**src/rtl/point_pixel_responder.sv**
```systemverilog
// Answers black/white point queries from the circle decoder by reading one frame-buffer pixel.
// Ports: pt_req/location_x/location_y in, Ans_valid/pt_pixl_value/oob/err_timeout/resp_cnt out, mem_rd_* to the arbiter.
module point_pixel_responder #(
  parameter int IMG_W      = 640,
  parameter int IMG_H      = 480,
  parameter int PIX_THRESH = 128,
  parameter int TIMEOUT    = 255
) (
  input  logic        clk,
  input  logic        rst_n,
  input  logic        pt_req,
  input  logic [9:0]  location_x,
  input  logic [9:0]  location_y,
  output logic        Ans_valid,
  output logic        pt_pixl_value,
  output logic        mem_rd_req,
  output logic [18:0] mem_rd_addr,
  input  logic        mem_rd_grant,
  input  logic        mem_rd_valid,
  input  logic [7:0]  mem_rd_data,
  output logic        oob,
  output logic        err_timeout,
  output logic [15:0] resp_cnt
);

  localparam int TW = $clog2(TIMEOUT + 1);
  localparam logic [TW-1:0] TMO_LAST = TW'(TIMEOUT - 1);
  localparam logic [10:0] W_LIM = 11'(IMG_W);
  localparam logic [10:0] H_LIM = 11'(IMG_H);
  localparam logic [8:0]  THR   = 9'(PIX_THRESH);

  typedef enum logic [2:0] {
    IDLE, ADDR, REQ, WAIT, RESP, DROP
  } state_e;

  state_e        state_q;
  logic [9:0]    x_q, y_q;
  logic [TW-1:0] tmo_q;
  logic [18:0]   addr_q;
  logic [15:0]   cnt_q;
  logic          ans_q, pix_q, req_q, oob_q, err_q;

  logic          oob_d;
  logic [18:0]   addr_d;
  logic          tmo_hit;

  assign oob_d   = ({1'b0, x_q} >= W_LIM)
                || ({1'b0, y_q} >= H_LIM);
  assign addr_d  = 19'(y_q) * 19'(IMG_W) + 19'(x_q);
  // Last cycle of the REQ+WAIT budget; wins over grant/valid.
  assign tmo_hit = (tmo_q == TMO_LAST);

  always_ff @(posedge clk or negedge rst_n) begin
    if (!rst_n) begin
      state_q <= IDLE;
      x_q     <= '0;
      y_q     <= '0;
      tmo_q   <= '0;
      addr_q  <= '0;
      cnt_q   <= '0;
      ans_q   <= 1'b0;
      pix_q   <= 1'b0;
      req_q   <= 1'b0;
      oob_q   <= 1'b0;
      err_q   <= 1'b0;
    end else begin
      ans_q <= 1'b0;
      oob_q <= 1'b0;
      err_q <= 1'b0;
      unique case (state_q)
        IDLE: begin
          if (pt_req) begin
            x_q     <= location_x;
            y_q     <= location_y;
            state_q <= ADDR;
          end
        end
        ADDR: begin
          tmo_q <= '0;
          if (oob_d) begin
            ans_q   <= 1'b1;
            oob_q   <= 1'b1;
            pix_q   <= 1'b0;
            state_q <= RESP;
          end else begin
            addr_q  <= addr_d;
            req_q   <= 1'b1;
            state_q <= REQ;
          end
        end
        REQ: begin
          tmo_q <= tmo_q + TW'(1);
          if (tmo_hit) begin
            req_q   <= 1'b0;
            ans_q   <= 1'b1;
            err_q   <= 1'b1;
            pix_q   <= 1'b0;
            state_q <= RESP;
          end else if (mem_rd_grant) begin
            req_q   <= 1'b0;
            state_q <= WAIT;
          end
        end
        WAIT: begin
          tmo_q <= tmo_q + TW'(1);
          if (tmo_hit) begin
            ans_q   <= 1'b1;
            err_q   <= 1'b1;
            pix_q   <= 1'b0;
            state_q <= RESP;
          end else if (mem_rd_valid) begin
            ans_q   <= 1'b1;
            pix_q   <= ({1'b0, mem_rd_data} < THR);
            state_q <= RESP;
          end
        end
        RESP: begin
          cnt_q   <= cnt_q + 16'd1;
          state_q <= DROP;
        end
        DROP: begin
          // Wait for the decoder to release pt_req so one request gets one answer.
          if (!pt_req) state_q <= IDLE;
        end
        default: state_q <= IDLE;
      endcase
    end
  end

  assign Ans_valid     = ans_q;
  assign pt_pixl_value = pix_q;
  assign mem_rd_req    = req_q;
  assign mem_rd_addr   = addr_q;
  assign oob           = oob_q;
  assign err_timeout   = err_q;
  assign resp_cnt      = cnt_q;

endmodule

```
**config.mk**
```make
export PLATFORM = sky130hd
export DESIGN_NAME = point_pixel_responder
export DESIGN_NICKNAME = d
export VERILOG_FILES = /design/src/rtl/point_pixel_responder.sv
export SDC_FILE = /design/constraint.sdc
export NUM_CORES = 1
export LEC_CHECK = 0
export CAP_MARGIN = 20
export CORE_MARGIN = 2
export CORE_UTILIZATION = 40
export DETAILED_ROUTE_END_ITERATION = 12
export MAX_ROUTING_LAYER = met4
export PLACE_DENSITY = 0.73
export SETUP_SLACK_MARGIN = 0.2
export SLEW_MARGIN = 5
export SYNTH_ARGS = -nofsm -noshare
export SYNTH_HDL_FRONTEND = slang
export SYNTH_SLANG_ARGS = --single-unit
```
**constraint.sdc**
```tcl
create_clock -name clk -period 8.2 [get_ports clk]
set_clock_uncertainty 0.05 [all_clocks]
set_input_delay 2.46 -clock clk [delete_from_list [all_inputs] [get_ports clk]]
set_output_delay 2.46 -clock clk [all_outputs]
set_load 0.03 [all_outputs]
```
==> results of run 1 <==
-- path summary, 6_finish.rpt --
kind / startpoint / end
hold reg to reg: resp_cnt[15]$_DFFE_PN0P_ / resp_cnt[15]$_DFFE_PN0P_
min in group asynchronous: rst_n / x_q[7]$_DFFE_PN0P_
hold / removal: resp_cnt[15]$_DFFE_PN0P_ / resp_cnt[15]$_DFFE_PN0P_
max in group asynchronous: rst_n / y_q[5]$_DFFE_PN0P_
setup reg to reg: y_q[1]$_DFFE_PN0P_ / mem_rd_addr[18]$_DFFE_PN0P_
setup / recovery: pt_req / x_q[9]$_DFFE_PN0P_
-- state kept, by name, indices dropped and copies added, names as in the netlist --
| signal | cells |
|---|---|
| y_q | 10 |
| mem_rd_addr | 19 |
| oob | 1 |
| state_q | 3 |
| err_timeout | 1 |
| pt_pixl_value | 1 |
| x_q | 10 |
| Ans_valid | 1 |
| mem_rd_req | 1 |
| tmo_q | 8 |
| resp_cnt | 16 |
-- through the flow --
step           setup slack, ns  instances  util, %  hold WS [ns]  area (sq um)
2_1_floorplan            4.732        332        -        0.3848          3585
3_3_place_gp             3.807        497    49.56        0.3952          4322
3_5_place_dp             3.779        497    49.56        0.4114          4322
4_1_cts                  4.149        513    52.17        0.4270          4549
5_1_grt                  4.089        514    52.34        0.4460          4564
6_report                 4.155        514    52.34        0.4221          4564
-- routing by layer --
metal / routed length [um] / vias up / part of all wire [%]
li1: - / 1287 / -
met3: 235 / 6 / 3.3
met1: 3304 / 1255 / 47
met4: 95 / 0 / 1.4
met2: 3386 / 53 / 48
met5: 0 / - / 0
-- worst max-delay path, stage by stage --
cell and delay (ns):
clkdlybuf4s50_1 0.50, and3_1 0.81, mux2_2 0.43
-- layout by cell type (no fill, tap or decap), types with 2 or more instances in the layout --
master	count
dfrtp_1	71
clkdlybuf4s50_1	64
nand2_1	57
nor2_1	23
ha_1	22
mux2_2	21
o21ai_0	18
xnor2_1	14
xor2_1	12
nand3_1	11
clkbuf_8	9
inv_1	7
nand4_1	6
nor2b_1	5
a21oi_1	5
and3_1	5
o31ai_1	4
nor3_1	4
nand2b_1	2
o211ai_1	2
a22o_1	2
a211oi_2	2
a21o_1	2
fa_1	2
clkinvlp_4	2
bufinv_16	2
inv_6	2
-- power groups by stage --
stage,Clock [uW],Combinational [uW],Sequential [uW]
detailed placement,0,1080,588
global route,346,1210,602
finish,319,1080,582
CTS,329,1090,584
floorplan,0,710,676
global placement,0,1060,582
-- final cells by class --
| cell class | instances | area (sq um) |
|---|---|---|
| Tap cell | 108 | 135.1 |
| Clock buffer | 9 | 123.9 |
| Fill cell | 752 | 4156 |
| Multi-Input combinational cell | 245 | 1730 |
| Inverter | 7 | 26.28 |
| Sequential cell | 71 | 1777 |
| Clock inverter | 7 | 103.9 |
| Timing Repair Buffer | 67 | 668.1 |
-- kinds of logic (layout without fill, tap and decap cells) --
| family | Yosys count | in the layout | share of synthesized area, % |
|---|---|---|---|
| and+or+nand+nor | 124 | 124 | 16.30 |
| adders and majority gates | 24 | 24 | 8.796 |
| buffers and inverters | 16 | 90 | 2.164 |
| DFF | 71 | 71 | 49.56 |
| muxes | 22 | 22 | 6.876 |
| xor gates and xnor gates | 28 | 28 | 7.260 |
| AOI/OAI and AO/OA | 47 | 47 | 9.040 |
==> results.json, run 1 <==
{
  "outcome": "completed",
  "report.final.hold_viol_count": 0,
  "grt_pass1_wl_um": 12300,
  "globalRouteMet3Util_pct": 3.050,
  "p_per_area_mw_per_mm2": 435.1,
  "synth_area_leader_cell": "dfrtp_1",
  "cts_setup_buffers": 0,
  "dp.final_hpwl_um": 5058,
  "yosys_warnings": 0,
  "diodes": 0,
  "cts_hold_buf": 0,
  "seqPwrFrac_pct": 29.3,
  "min_period_ns": 4.045,
  "cts_max_path_buffers": 2,
  "vias": 2601,
  "initial_core_util_pct": 41.10,
  "synth_common_cells": "dfrtp_1, nand2_1, nor2_1, ha_1, mux2_2",
  "busiest_layer": "met2",
  "hold_class": "flip-flop to flip-flop",
  "r2r.worst_path.cells": 9,
  "grt_util_met1_pct": 20.14,
  "synth-main-ff-cell": "dfrtp_1",
  "internal_power_uw": 1132,
  "cp.required_ns": 8.37,
  "antenna_found_initial": 0,
  "synth_edf_count": 0,
  "yosysSeqAreaShare_pct": 49.56,
  "tightest_slew_ns": 0.9824,
  "clkPwrFrac_pct": 16.1,
  "num_rows": 34,
  "period_share_pct": 49.33,
  "p_comb_share_pct": 54.6,
  "ir_worst_vdd_v": 0.0002004,
  "cts_resized": 0,
  "worstSetupPathType": "primary input to flip-flop",
  "swShare_pct": 43.02,
  "grt_pass1_vias": 2651,
  "cts-buffers-inserted": 9,
  "fin_total_pwr_uw": 1986,
  "start_kind": "primary input",
  "wl_per_cell_um": 13.66,
  "end_kind": "flip-flop",
  "syn_avg_cell_area_sq_um": 10.80,
  "leakage_uw": 0.002036,
  "ff2ff_setup_slack_ns": 5.30,
  "htree_levels": 3,
  "setup_tns_ns": 0,
  "power.switching_uw": 854.2,
  "clk_pin_slew_worst_paths_ns": 0.08,
  "synth-seq-cells": 71,
  "netlist_area_sq_mm": 0.003585,
  "core_sq_mm": 0.008721,
  "cts-root-buf": "clkbuf_8",
  "clk_latency_ns": 0.35,
  "place.gp.congestion": 0.7567,
  "synthesis.nets": 389,
  "synth_cell_types": 51,
  "async_flop_share_pct": 100.0,
  "syn_to_final_growth_pct": 27.33,
  "fin_nets": 458,
  "min_path_cells": 1,
  "die_y_um": 98.67,
  "dieArea_sq_mm": 0.009735,
  "wirelength_um": 7021,
  "track_usage_pct": 16.15,
  "gr-total-overflow": 0,
  "drive_above_1_share_pct": 12.56,
  "drc_errors": 0,
  "arrival_ns": 4.22,
  "maxCapViolCount": 0,
  "drt_iter0_drc": 118,
  "setup_violations": 0,
  "slew_headroom_pct": 34.51,
  "synth.most_common_cell": "dfrtp_1",
  "synthTopCellsByArea": "dfrtp_1, ha_1, mux2_2, nand2_1, xnor2_1",
  "fmax_mhz": 247.2,
  "syn_inst": 332,
  "cts_tree": "yes",
  "grt_start_max_net_pins": 72,
  "use_met2_pct": 26.16,
  "slew_violations": 0,
  "dr.pass1.iters": 4,
  "cp_max_fo": 22,
  "io_buffers": 65,
  "fp.dieW_um": 98.67,
  "rsz0062_at_grt": "false",
  "ant_nets": 0,
  "cts.sinks": 71,
  "synth.top_cell.area_share_pct": 49.56,
  "pin_count": 73,
  "viasPerCell": 5.060
}
(Power assumes the default switching activity.)
==> inputs of run 2 (changes only) <==
--- a/config.mk
+++ b/config.mk
@@ -10,7 +10,7 @@
 export CORE_UTILIZATION = 40
 export DETAILED_ROUTE_END_ITERATION = 12
 export MAX_ROUTING_LAYER = met4
-export PLACE_DENSITY = 0.73
+export PLACE_DENSITY = 0.75
 export SETUP_SLACK_MARGIN = 0.2
 export SLEW_MARGIN = 5
 export SYNTH_ARGS = -nofsm -noshare
==> constraint.sdc (replaced) <==
create_clock -name clk -period 3.7 [get_ports clk]
set_clock_uncertainty 0.05 [all_clocks]
set_input_delay 1.11 -clock clk [delete_from_list [all_inputs] [get_ports clk]]
set_output_delay 1.11 -clock clk [all_outputs]
set_load 0.03 [all_outputs]
==> results.json, run 2 (synthesis results as in run 1) <==
{
  "worstSetupPathType": "flip-flop to flip-flop",
  "mostFrequentLayoutCells": "dfrtp_1, clkdlybuf4s50_1, nand2_1",
  "io_buffers": 65,
  "power.switching_uw": 1869,
  "hold_slack_ns": 0.4175,
  "wl_per_cell_um": 13.54,
  "clk_pin_slew_worst_paths_ns": 0.08,
  "seqPwrFrac_pct": 29.5,
  "fin_nets": 458,
  "hold_class": "flip-flop to flip-flop",
  "reg2reg_from": "y_q[1]$_DFFE_PN0P_",
  "vias": 2600,
  "wirelength_um": 6961,
  "cts_max_path_buffers": 2,
  "clkPwrFrac_pct": 15.4,
  "slew_violations": 0,
  "fin_total_pwr_uw": 4367,
  "setup_tns_ns": 0,
  "cp_max_fo": 3,
  "clk_latency_ns": 0.34,
  "syn_to_final_growth_pct": 26.91,
  "place.gp.congestion": 0.8570,
  "viasPerCell": 5.058,
  "cts_resized": 0,
  "start_kind": "flip-flop",
  "diodes": 0,
  "pin_count": 73,
  "tightest_slew_ns": 1.044,
  "dieArea_sq_mm": 0.009735,
  "gr-total-overflow": 0,
  "track_usage_pct": 16.10,
  "die_y_um": 98.67,
  "cts-buffers-inserted": 9,
  "endpoint": "mem_rd_addr[18]$_DFFE_PN0P_",
  "end_kind": "flip-flop",
  "period_share_pct": 79.48,
  "grt_pass1_vias": 2764,
  "min_path_cells": 2,
  "fp.dieW_um": 98.67,
  "arrival_ns": 3.12,
  "drive_above_1_share_pct": 12.56,
  "drt_iter0_drc": 134,
  "outcome": "completed",
  "num_rows": 34,
  "swShare_pct": 42.81,
  "final_common_cell": "dfrtp_1",
  "r2r_end": "mem_rd_addr[18]$_DFFE_PN0P_",
  "grt_pass1_wl_um": 12220,
  "drc_errors": 0,
  "placed_cells": 498,
  "maxCapViolCount": 0,
  "cts_hold_buf": 0,
  "rsz0062_at_grt": "false",
  "min_period_ns": 2.941,
  "htree_levels": 3,
  "grt_start_max_net_pins": 72,
  "r2r.worst_path.cells": 9,
  "slew_headroom_pct": 30.43,
  "worstSetupStartpoint": "y_q[1]$_DFFE_PN0P_",
  "report.final.hold_viol_count": 0,
  "setup_violations": 0,
  "initial_core_util_pct": 41.10,
  "fmax_mhz": 340.0,
  "ant_nets": 0,
  "cts-root-buf": "clkbuf_8",
  "cts_tree": "yes",
  "dp.final_hpwl_um": 5109,
  "cp.required_ns": 3.88,
  "ff2ff_setup_slack_ns": 0.76,
  "cts.sinks": 71,
  "core_sq_mm": 0.008721,
  "leakage_uw": 0.002039,
  "p_comb_share_pct": 55.1,
  "internal_power_uw": 2497,
  "ir_worst_vdd_v": 0.0004008,
  "fin_cells": 514,
  "antenna_found_initial": 0,
  "p_per_area_mw_per_mm2": 959.9,
  "dr.pass1.iters": 4,
  "largest_reg_flops": 19,
  "cts_setup_buffers": 0
}
[run 2: changes by cell type in the layout (fill, tap and decap cells not counted), sizes merged]
cell	change
clkinv	+4
clkinvlp	-2
inv	-2
[run 2: worst max-delay path, cell delays in order, from the launching register on]
cell      delay, ns
dfrtp_1        0.40
ha_1           0.31
ha_1           0.23
fa_1           0.43
a21o_1         0.23
a221oi_2       0.29
xnor2_1        0.23
nand4_1        0.19
o211a_1        0.25
a211o_1        0.22
[run 2: power groups by stage]
stage | logic, uW | clock network, uW | registers [uW]
finish | 2410 | 673 | 1290
global placement | 2340 | 0 | 1290
global route | 2680 | 732 | 1330
detailed placement | 2410 | 0 | 1300
CTS | 2430 | 699 | 1290
floorplan | 1570 | 0 | 1500
[run 2: worst min-delay path by stage]
stage	startpoint	to	slack [ns]
global placement	x_q[5]$_DFFE_PN0P_	mem_rd_addr[5]$_DFFE_PN0P_	0.39
global route	resp_cnt[15]$_DFFE_PN0P_	resp_cnt[15]$_DFFE_PN0P_	0.44
finish	x_q[1]$_DFFE_PN0P_	mem_rd_addr[1]$_DFFE_PN0P_	0.42
floorplan	x_q[0]$_DFFE_PN0P_	mem_rd_addr[0]$_DFFE_PN0P_	0.38
detailed placement	resp_cnt[15]$_DFFE_PN0P_	resp_cnt[15]$_DFFE_PN0P_	0.41
CTS	x_q[1]$_DFFE_PN0P_	mem_rd_addr[1]$_DFFE_PN0P_	0.42
[run 2: through the flow]
stage	cell area, sq um	utilization, %	setup WS, ns
2_1_floorplan	3585	-	0.9882
3_5_place_dp	4329	49.64	0.7895
6_report	4549	52.17	0.7592
4_1_cts	4549	52.17	0.7715
3_3_place_gp	4329	49.64	0.8655
5_1_grt	4549	52.17	0.6024
[run 2: metal layers]
metal  up-vias  wire [um]  global-route usage [%]  part of all wire [%]
met5         -          0                       -                     0
met1      1239       3238                   19.71                    47
met2        60       3341                   25.59                    48
met3         7        299                   4.468                   4.3
li1       1294          -                       -                     -
met4         0         82                   6.006                   1.2
[run 2: area by class of cell]
cell class | count | area (sq um)
clock inverters | 7 | 96.34
flip-flops and latches | 71 | 1777
multi-input cells | 245 | 1730
clock buffers | 9 | 123.9
well taps | 108 | 135.1
repair buffers | 67 | 660.6
fillers | 756 | 4172
inverters | 7 | 26.28
==> inputs of run 3 (changes only) <==
--- a/config.mk
+++ b/config.mk
@@ -10,7 +10,7 @@
 export CORE_UTILIZATION = 40
 export DETAILED_ROUTE_END_ITERATION = 12
 export MAX_ROUTING_LAYER = met4
-export PLACE_DENSITY = 0.75
+export PLACE_DENSITY = 0.73
 export SETUP_SLACK_MARGIN = 0.2
 export SLEW_MARGIN = 5
 export SYNTH_ARGS = -nofsm -noshare
==> constraint.sdc (replaced) <==
create_clock -name clk -period 2.9 [get_ports clk]
set_clock_uncertainty 0.05 [all_clocks]
set_input_delay 0.87 -clock clk [delete_from_list [all_inputs] [get_ports clk]]
set_output_delay 0.87 -clock clk [all_outputs]
set_load 0.03 [all_outputs]
==> results.json, run 3 (synthesis results as in run 1) <==
{
  "initial_core_util_pct": 41.10,
  "largest_reg_flops": 19,
  "cts-buffers-inserted": 9,
  "cpPeakStageDelay_ns": 0.42,
  "clk_latency_ns": 0.34,
  "outcome": "completed",
  "hold_path.startpoint": "x_q[1]$_DFFE_PN0P_",
  "report.final.hold_viol_count": 0,
  "drive_above_1_share_pct": 16.79,
  "vias": 2598,
  "arrival_ns": 2.84,
  "cts-root-buf": "clkbuf_8",
  "dr.pass1.iters": 4,
  "wirelength_um": 7197,
  "cp_max_fo": 3,
  "viasPerCell": 4.949,
  "cp.required_ns": 3.08,
  "syn_to_final_growth_pct": 31.87,
  "grt_pass1_vias": 2732,
  "crit_top_cell": "ha_4",
  "htree_levels": 3,
  "crit_chain": "ha_4 > ha_4 > fa_2 > a21o_1 > a221oi_2 > xnor2_1 > nand4_1 > o211a_1 > a211o_1",
  "cts_hold_buf": 0,
  "slew_violations": 0,
  "min_period_ns": 2.660,
  "ant_nets": 0,
  "place.gp.congestion": 0.8170,
  "maxCapViolCount": 0,
  "hold_slack_ns": 0.4191,
  "drt_iter0_drc": 202,
  "tightest_slew_ns": 0.5683,
  "critical_path.slowest_cell": "dfrtp_1",
  "grt_pass1_wl_um": 12730,
  "mostFrequentLayoutCells": "dfrtp_1, clkdlybuf4s50_1, nand2_1",
  "ir_worst_vdd_v": 0.0007120,
  "leakage_uw": 0.002099,
  "dieArea_sq_mm": 0.009735,
  "design_area_sq_mm": 0.004727,
  "path_delay_family": "compound AO/OA/AOI/OAI gates",
  "setup_violations": 0,
  "start_kind": "flip-flop",
  "setup_tns_ns": 0,
  "cts.sinks": 71,
  "gr-total-overflow": 0,
  "die_y_um": 98.67,
  "period_share_pct": 91.71,
  "worstSetupStartpoint": "y_q[3]$_DFFE_PN0P_",
  "place_area_sq_mm": 0.004369,
  "cts_max_path_buffers": 2,
  "core_sq_mm": 0.008721,
  "fin_total_pwr_uw": 6103,
  "slew_headroom_pct": 62.11,
  "reg2reg_from": "y_q[3]$_DFFE_PN0P_",
  "clk_pin_slew_worst_paths_ns": 0.08,
  "path_buf_inv": 0,
  "fp.dieW_um": 98.67,
  "grt_start_max_net_pins": 28,
  "end_kind": "flip-flop",
  "antenna_found_initial": 0,
  "ff2ff_setup_slack_ns": 0.24,
  "worstSetupPathType": "flip-flop to flip-flop",
  "io_buffers": 65,
  "track_usage_pct": 16.69,
  "pin_count": 73,
  "fmax_mhz": 376.0,
  "num_rows": 34,
  "wl_per_cell_um": 13.71,
  "final_common_cell": "dfrtp_1",
  "hold_class": "flip-flop to flip-flop",
  "drc_errors": 0,
  "p_per_area_mw_per_mm2": 1291,
  "diodes": 0,
  "rsz0062_at_grt": "true",
  "cts_tree": "yes",
  "dp.final_hpwl_um": 5255,
  "fin_nets": 469
}
run 3: cell types whose count changed in the layout (fill, tap and decap cells not counted), sizes merged:
cell | previous run | this run
clkinvlp | 0 | 1
clkinv | 4 | 0
clkbuf | 9 | 10
buf | 3 | 14
bufinv | 2 | 3
inv | 8 | 9
run 3: cell type report:
class / count / area, sq um
clock inverters: 6 / 115.1
multi-input cells: 245 / 1793
fillers: 763 / 3994
flip-flops and latches: 71 / 1777
clock buffers: 10 / 137.6
repair buffers: 78 / 743.2
inverters: 7 / 26.28
well taps: 108 / 135.1
run 3: worst paths after layout:
kind                                                to  cells after the start
hold / removal              mem_rd_addr[1]$_DFFE_PN0P_                      2
setup / recovery           mem_rd_addr[18]$_DFFE_PN0P_                      9
hold reg to reg             mem_rd_addr[1]$_DFFE_PN0P_                      2
max in group asynchronous  mem_rd_addr[15]$_DFFE_PN0P_                      2
setup reg to reg           mem_rd_addr[18]$_DFFE_PN0P_                      9
min in group asynchronous           y_q[3]$_DFFE_PN0P_                      1
run 3: through the flow:
step / setup WS [ns] / utilization (%) / std cells
floorplan: 0.2302 / - / 332
global placement: 0.1683 / 50.10 / 503
detailed placement: 0.1083 / 50.10 / 503
CTS: 0.2410 / 53.57 / 522
global route: 0.1014 / 54.20 / 525
finish: 0.2403 / 54.20 / 525
run 3: worst register-to-register path: stages (launching register included):
cell	delay, ns
dfrtp_1	0.42
ha_4	0.26
ha_4	0.16
fa_2	0.37
a21o_1	0.23
a221oi_2	0.29
xnor2_1	0.18
nand4_1	0.14
o211a_1	0.24
a211o_1	0.22
run 3: per-layer routing:
metal	part of all wire [%]	GRT usage [%]	wire [um]
met1	46	21.96	3339
met2	50	25.85	3570
met3	2.9	3.121	212
met4	1.0	6.322	74
met5	0	-	0
run 3: repair_timing:
action / 4_1_cts / 5_1_grt
pin swaps: 7 / 10
resized for setup: 4 / 4
setup endpoints to repair: 3 / 3
setup buffers: 3 / 3
cloned: 0 / 0
run 3: power by group:
group	switching, uW	total (uW)	internal, uW
logic	1820	3470	1640
clock network	390	992	601
registers	305	1650	1340
